[src/rtl/pes_fp_div.sv]
// Single-precision divider: 25-cycle restoring mantissa division, then one normalise/pack cycle.
// Exponent-field-zero operands are treated as zero; divide-by-zero saturates to signed infinity.
module pes_fp_div (
  input  logic        clk,
  input  logic        rst,
  input  logic        start,
  input  logic [31:0] A,
  input  logic [31:0] B,
  output logic        busy,
  output logic        done,
  output logic [31:0] F,
  output logic        dbz
);

  typedef enum logic [1:0] {IDLE, CALC, NORM} state_t;

  state_t             state_q;
  logic [4:0]         cnt_q;
  logic [24:0]        rem_q, rem_d;
  logic [23:0]        div_q;
  logic [24:0]        q_q, q_d;
  logic signed [9:0]  exp_q;
  logic               sign_q, azero_q, bzero_q;
  logic               busy_q, done_q, dbz_q;
  logic [31:0]        f_q;

  logic               qbit;
  logic [24:0]        rem_sub;
  logic signed [9:0]  exp_acc;
  logic signed [9:0]  exp_norm;
  logic [22:0]        mant_norm;
  logic [31:0]        result_d;

  function automatic logic [31:0] pack_result(input logic sign,
                                              input logic signed [9:0] e,
                                              input logic [22:0] m);
    if (e >= 10'sd255)
      return {sign, 8'hFF, 23'h0};
    else if (e <= 10'sd0)
      return {sign, 31'h0};
    else
      return {sign, e[7:0], m};
  endfunction

  always_comb begin
    qbit     = (rem_q >= {1'b0, div_q});
    rem_sub  = qbit ? (rem_q - {1'b0, div_q}) : rem_q;
    rem_d    = rem_sub << 1;
    q_d      = {q_q[23:0], qbit};
    exp_acc  = signed'({2'b00, A[30:23]}) - signed'({2'b00, B[30:23]}) + 10'sd127;
    // Quotient lies in (0.5, 2): q[24] tells which binade it landed in.
    if (q_q[24]) begin
      mant_norm = q_q[23:1];
      exp_norm  = exp_q;
    end else begin
      mant_norm = q_q[22:0];
      exp_norm  = exp_q - 10'sd1;
    end
    if (bzero_q)
      result_d = {sign_q, 8'hFF, 23'h0};
    else if (azero_q)
      result_d = {sign_q, 31'h0};
    else
      result_d = pack_result(sign_q, exp_norm, mant_norm);
  end

  always_ff @(posedge clk or posedge rst) begin
    if (rst) begin
      state_q <= IDLE;
      cnt_q   <= '0;
      rem_q   <= '0;
      div_q   <= '0;
      q_q     <= '0;
      exp_q   <= '0;
      sign_q  <= 1'b0;
      azero_q <= 1'b0;
      bzero_q <= 1'b0;
      busy_q  <= 1'b0;
      done_q  <= 1'b0;
      dbz_q   <= 1'b0;
      f_q     <= '0;
    end else begin
      done_q <= 1'b0;
      case (state_q)
        IDLE: begin
          if (start) begin
            state_q <= CALC;
            busy_q  <= 1'b1;
            cnt_q   <= '0;
            rem_q   <= {2'b01, A[22:0]};
            div_q   <= {1'b1, B[22:0]};
            q_q     <= '0;
            exp_q   <= exp_acc;
            sign_q  <= A[31] ^ B[31];
            azero_q <= (A[30:23] == 8'h00);
            bzero_q <= (B[30:23] == 8'h00);
          end
        end
        CALC: begin
          rem_q <= rem_d;
          q_q   <= q_d;
          cnt_q <= cnt_q + 5'd1;
          if (cnt_q == 5'd24)
            state_q <= NORM;
        end
        NORM: begin
          state_q <= IDLE;
          busy_q  <= 1'b0;
          done_q  <= 1'b1;
          f_q     <= result_d;
          dbz_q   <= bzero_q;
        end
        default: state_q <= IDLE;
      endcase
    end
  end

  assign busy = busy_q;
  assign done = done_q;
  assign F    = f_q;
  assign dbz  = dbz_q;

endmodule

[config.mk]
export PLATFORM = sky130hd
export DESIGN_NAME = pes_fp_div
export DESIGN_NICKNAME = d
export VERILOG_FILES = /design/src/rtl/pes_fp_div.sv
export SDC_FILE = /design/constraint.sdc
export NUM_CORES = 1
export LEC_CHECK = 0
export CAP_MARGIN = 15
export CORE_UTILIZATION = 56
export CTS_CLUSTER_DIAMETER = 80
export DETAILED_ROUTE_END_ITERATION = 8
export PLACE_DENSITY = 0.87
export SETUP_SLACK_MARGIN = 0.02
export SLEW_MARGIN = 20
export SYNTH_ARGS = -nofsm -noshare
export SYNTH_HDL_FRONTEND = slang
export SYNTH_SLANG_ARGS = --single-unit
[constraint.sdc]
create_clock -name clk -period 5.89 [get_ports clk]
set_input_delay 1.178 -clock clk [delete_from_list [all_inputs] [get_ports clk]]
set_output_delay 1.178 -clock clk [all_outputs]
set_load 0.02 [all_outputs]
==> results <==
- The startpoint identified for the worst register-to-register timing path is rem_q[1].
- Row generation in the floorplan step produced 42 rows.
- By instance count, the leading cell after synthesis is sky130_fd_sc_hd__dfrtp_1.
- At the end of routability-driven placement, the weighted congestion stood at 0.9148.
- The fraction of synthesized cell area in xor and xnor cells is 3.839%.
- In the routed layout, each cell is associated on average with a via count of 5.987.
- The destination of the worst hold path is div_q[23].
- Measured in cells, the most critical reg-to-reg path has a length of 9.
- When the netlist entered floorplanning its net count stood at 946.
- The path class of the tightest hold or removal check is reg -> reg.
- The analysis attributes to cell leakage a power of between 4 and 5 nW.
- The number of nets in the final layout is a little over 1,000.
- Of the post-synthesis cell area, the part taken by muxes is around 3.0%.
- The number of clock sinks is 129.
- The ratio of final minimum period to clock period is 58.00%.
- The time the worst path needs with I/O delays and setup is 3.416 ns.
- The DRC violation count after routing is 0.
- The worst-case clock skew is 0.006382 ns.
- Dividing the detail-routed wire length by the instance count gives 16.85 µm.
- The count of yosys warnings during synthesis is 0.
- Summed over all failing endpoints, the final setup total negative slack is 0 ns.
- The total half-perimeter wirelength after legalization and detailed placement is ~13,000 µm.
- The start-to-end type of the worst setup path is in -> reg.
- Of all cell types, the one taking the most synthesized area is sky130_fd_sc_hd__dfrtp_1.
- Sequential elements use 41.62% of the synthesized area.
- The run finished with clean final reports.
- After detailed routing, the total wire length is 18,840 µm.
- For the pin with the worst max-slew slack, the measured transition is 0.8877 ns.
- The first global-routing pass estimated 31,610 µm of wire.
- After synthesis, the largest family of logic cells by area is compound AO/OA/AOI/OAI gates.
- The cell area after synthesis is ~7800 µm².
- The pin count of the biggest net entering global routing is 59.
- The synthesized design contains 0 enable-type register cells.
- Buffers placed on the I/O ports in this run total 101.
- The worst-case IR drop observed on VDD is 0.3785 mV.
- The cell count after synthesis is 841.
- The clock latency at the later pin of the worst-skew pair is 0.42 ns.
- The startpoint of the tightest hold check path is div_q[23].
- For this run, the total global-route usage over all layers was measured as 28.03%.
- The remaining global-route overflow is 0.
- For flop-to-flop paths, the worst setup slack is 2.64 ns.
- Setup repair after global routing left no endpoint under its margin.
- In this run the horizontal extent of the chip is 119.7 µm.
- The worst relative slew slack is around two fifths.
- Clock-pin slew was measured on the worst setup and hold paths at 0.06 ns.
- The TritonCTS clock tree is done.
- Counting instances, the worst hold path has a depth of 2.
- The count of distinct cell types in the synthesized netlist is 73.
- The highest achievable clock rate is 0.2927 GHz.
- The register bit count reported by yosys is 129.
- Once the floorplan was initialized, standard cells occupied about 58% of the core.
- The detail route stage leaves a number of antenna-violating nets equal to 0.
- The met1 wire length is 7905 µm.
- The worst path arrival time is 3.71 ns.
- STA classifies the critical path startpoint as an input pin.
- The detailed route wirelength on metal2 is roughly 9400 µm.
- The number of buffers created by CTS is 17.
- In this run the deepest clock path goes through 2 buffers.
- The met3 wire length is 906 µm.
- The count of final hold-check violations came to 0.
- The element type at the critical path end is a register.
- The first routing iteration left 480 violations.
- For the worst setup path, the data required time is about 6.2 ns.
- For this design the top-level I/O count stands at 102.
- The per-instance average area after synthesis is 9.223 µm².
- The fraction of final layout cells sized beyond drive strength 1 is under 10%.
- In this run the top signal layer used is met4.
- Hold repair after CTS inserted 0 buffers.
- The library cell used as clock root buffer is sky130_fd_sc_hd__clkbuf_16.
- The die outline height is approximately 120 µm.
- The final-report max-slew violation count was 0.
- The number of levels in the clock H-tree is 4.
- The area added between synthesis and finish is 21.16%.
- Ranked by total cell area, the synthesized netlist is headed by sky130_fd_sc_hd__dfrtp_1 42%, sky130_fd_sc_hd__ha_1 5.8%, sky130_fd_sc_hd__nand2_1 5.5%.
- Of all nets on the critical path, the largest fanout is 3.
- Setup violations remaining at the end of the flow were counted as 0.
- Max-cap violations in this run came to 0.
- By count the netlist is led by 129 x sky130_fd_sc_hd__dfrtp_1, 114 x sky130_fd_sc_hd__nand2_1, 78 x sky130_fd_sc_hd__o21ai_0.
- The number of search-and-repair iterations in the first detailed-routing pass is 5.
- The floorplan step defined a core boundary enclosing between 10,000 and 15,000 µm².
- Summing over every cut layer, the via total after detailed routing is 6,694.
- The die covers 14,320 µm².
- Buffers added to address setup during post-CTS repair amount to 0.
- The end of the worst register-to-register path is rem_q[6].
- Summing the areas of all compound-gate instances in the mapped netlist gives between 20% and 30% of the synthesized area.
- The most frequently used flop master after synthesis is sky130_fd_sc_hd__dfrtp_1.
- The async set-or-reset flop fraction in the synthesized netlist is 100.0%.
- The worst hold-check slack is 0.4546 ns.
- In this run the power density over the cells is a little under 600 nW/µm².
- The quantity of gates resized following cts is 0.
- The number of antenna violations at the first check in global routing is 1.
- The area share of the largest cell type after synthesis is 41.62%.
- After Yosys synthesis, and, or, nand and nor cells account for 16.52% of the synthesized area.
- The via count of the first global-routing pass is ~6,600.
- The synthesized netlist devotes about 6.3% of its cell area to adder and majority cells.
placed cells by master (no fill, tap or decap), types with 6 or more instances in the layout:
cell                              count
sky130_fd_sc_hd__a31oi_1             13
sky130_fd_sc_hd__inv_1               49
sky130_fd_sc_hd__xnor2_1             25
sky130_fd_sc_hd__and3_1               7
sky130_fd_sc_hd__or3_1                8
sky130_fd_sc_hd__nor2_1              32
sky130_fd_sc_hd__dfrtp_1            129
sky130_fd_sc_hd__o22ai_1             11
sky130_fd_sc_hd__nand4_1             12
sky130_fd_sc_hd__nor2b_1              9
sky130_fd_sc_hd__a22o_1              25
sky130_fd_sc_hd__o31ai_1              6
sky130_fd_sc_hd__nand2_1            114
sky130_fd_sc_hd__o211ai_1            13
sky130_fd_sc_hd__mux2i_1             23
sky130_fd_sc_hd__clkbuf_16           17
sky130_fd_sc_hd__o21a_1              11
sky130_fd_sc_hd__o21ai_2             21
sky130_fd_sc_hd__ha_1                36
sky130_fd_sc_hd__o21ai_0             78
sky130_fd_sc_hd__a22oi_1              6
sky130_fd_sc_hd__nor4_1               9
sky130_fd_sc_hd__nand3_1             23
sky130_fd_sc_hd__xor2_1               9
sky130_fd_sc_hd__clkdlybuf4s50_1    101
sky130_fd_sc_hd__buf_4               10
sky130_fd_sc_hd__a21oi_1             39
sky130_fd_sc_hd__nor3_1              11
state kept, by name, indices dropped and copies added, names as in the netlist:
signal / count
dbz: 1
done: 1
azero_q: 1
q_q: 25
busy: 1
F: 32
div_q: 24
cnt_q: 5
state_q: 2
sign_q: 1
rem_q: 25
bzero_q: 1
exp_q: 10
routing by layer:
| metal | vias up | GRT usage, % |
|---|---|---|
| met1 | 3196 | 34.63 |
| met3 | 57 | 4.515 |
| met2 | 217 | 47.58 |
| met5 | - | 0 |
| met4 | 0 | 13.91 |
| li1 | 3224 | - |
cell type report:
class,instances,area (µm²)
Inverter,51,193.9
Multi-Input combinational cell,618,4084
Clock buffer,18,429.2
Fill cell,1021,4003
Antenna cell,1,2.502
Timing Repair Buffer,111,1086
Sequential cell,129,3228
Tap cell,176,220.2
Clock inverter,14,153.9
worst max path at each step:
stage	startpoint	end	slack [ns]
6_report	B[23]	exp_q[7]	2.47
3_5_place_dp	B[23]	exp_q[7]	2.03
2_1_floorplan	rst	F[0]	1.27
4_1_cts	B[23]	exp_q[7]	2.48
5_1_grt	B[23]	exp_q[7]	2.24
3_3_place_gp	B[23]	exp_q[7]	2.13
cell families (layout without fill, tap and decap cells):
logic type	Yosys count	count (layout)
simple gates	258	258
fa+ha+maj	38	38
xor+xnor	34	34
compound gates	265	265
flops	129	129
mux	23	23
buf+inv	94	194
other cells	0	1
where the power goes:
group | leakage, nW | switching [mW] | internal [mW]
registers | 1.65 | 0.274 | 1.21
logic | 2.11 | 1.68 | 1.26
clock network | 0.284 | 0.416 | 0.630
total | 4.04 | 2.37 | 3.10
worst max-delay path, stage by stage:
cell                              delay (ns)
sky130_fd_sc_hd__clkdlybuf4s50_1        0.49
sky130_fd_sc_hd__ha_1                   0.17
sky130_fd_sc_hd__inv_1                  0.06
sky130_fd_sc_hd__fa_1                   0.39
sky130_fd_sc_hd__a21o_1                 0.19
sky130_fd_sc_hd__a21oi_1                0.25
sky130_fd_sc_hd__o21bai_1               0.10
sky130_fd_sc_hd__a211oi_1               0.23
sky130_fd_sc_hd__a21oi_1                0.10
sky130_fd_sc_hd__nor3_1                 0.31
sky130_fd_sc_hd__xnor2_1                0.16
sky130_fd_sc_hd__o21ai_0                0.09
through the flow:
stage               setup WS [ns]  instances  util [%]  total power, mW  instance area (µm²)
detailed placement          2.032       1085     65.76            4.339                 8812
global placement            2.135       1085     65.76            4.247                 8812
finish                      2.474       1118     70.13            5.476                 9398
global route                2.242       1118     70.13            5.888                 9398
CTS                         2.480       1117     70.11            5.439                 9395
floorplan                   1.271        841         -            3.686                 7756
No activity file was read; power rests on OpenSTA's default activity.
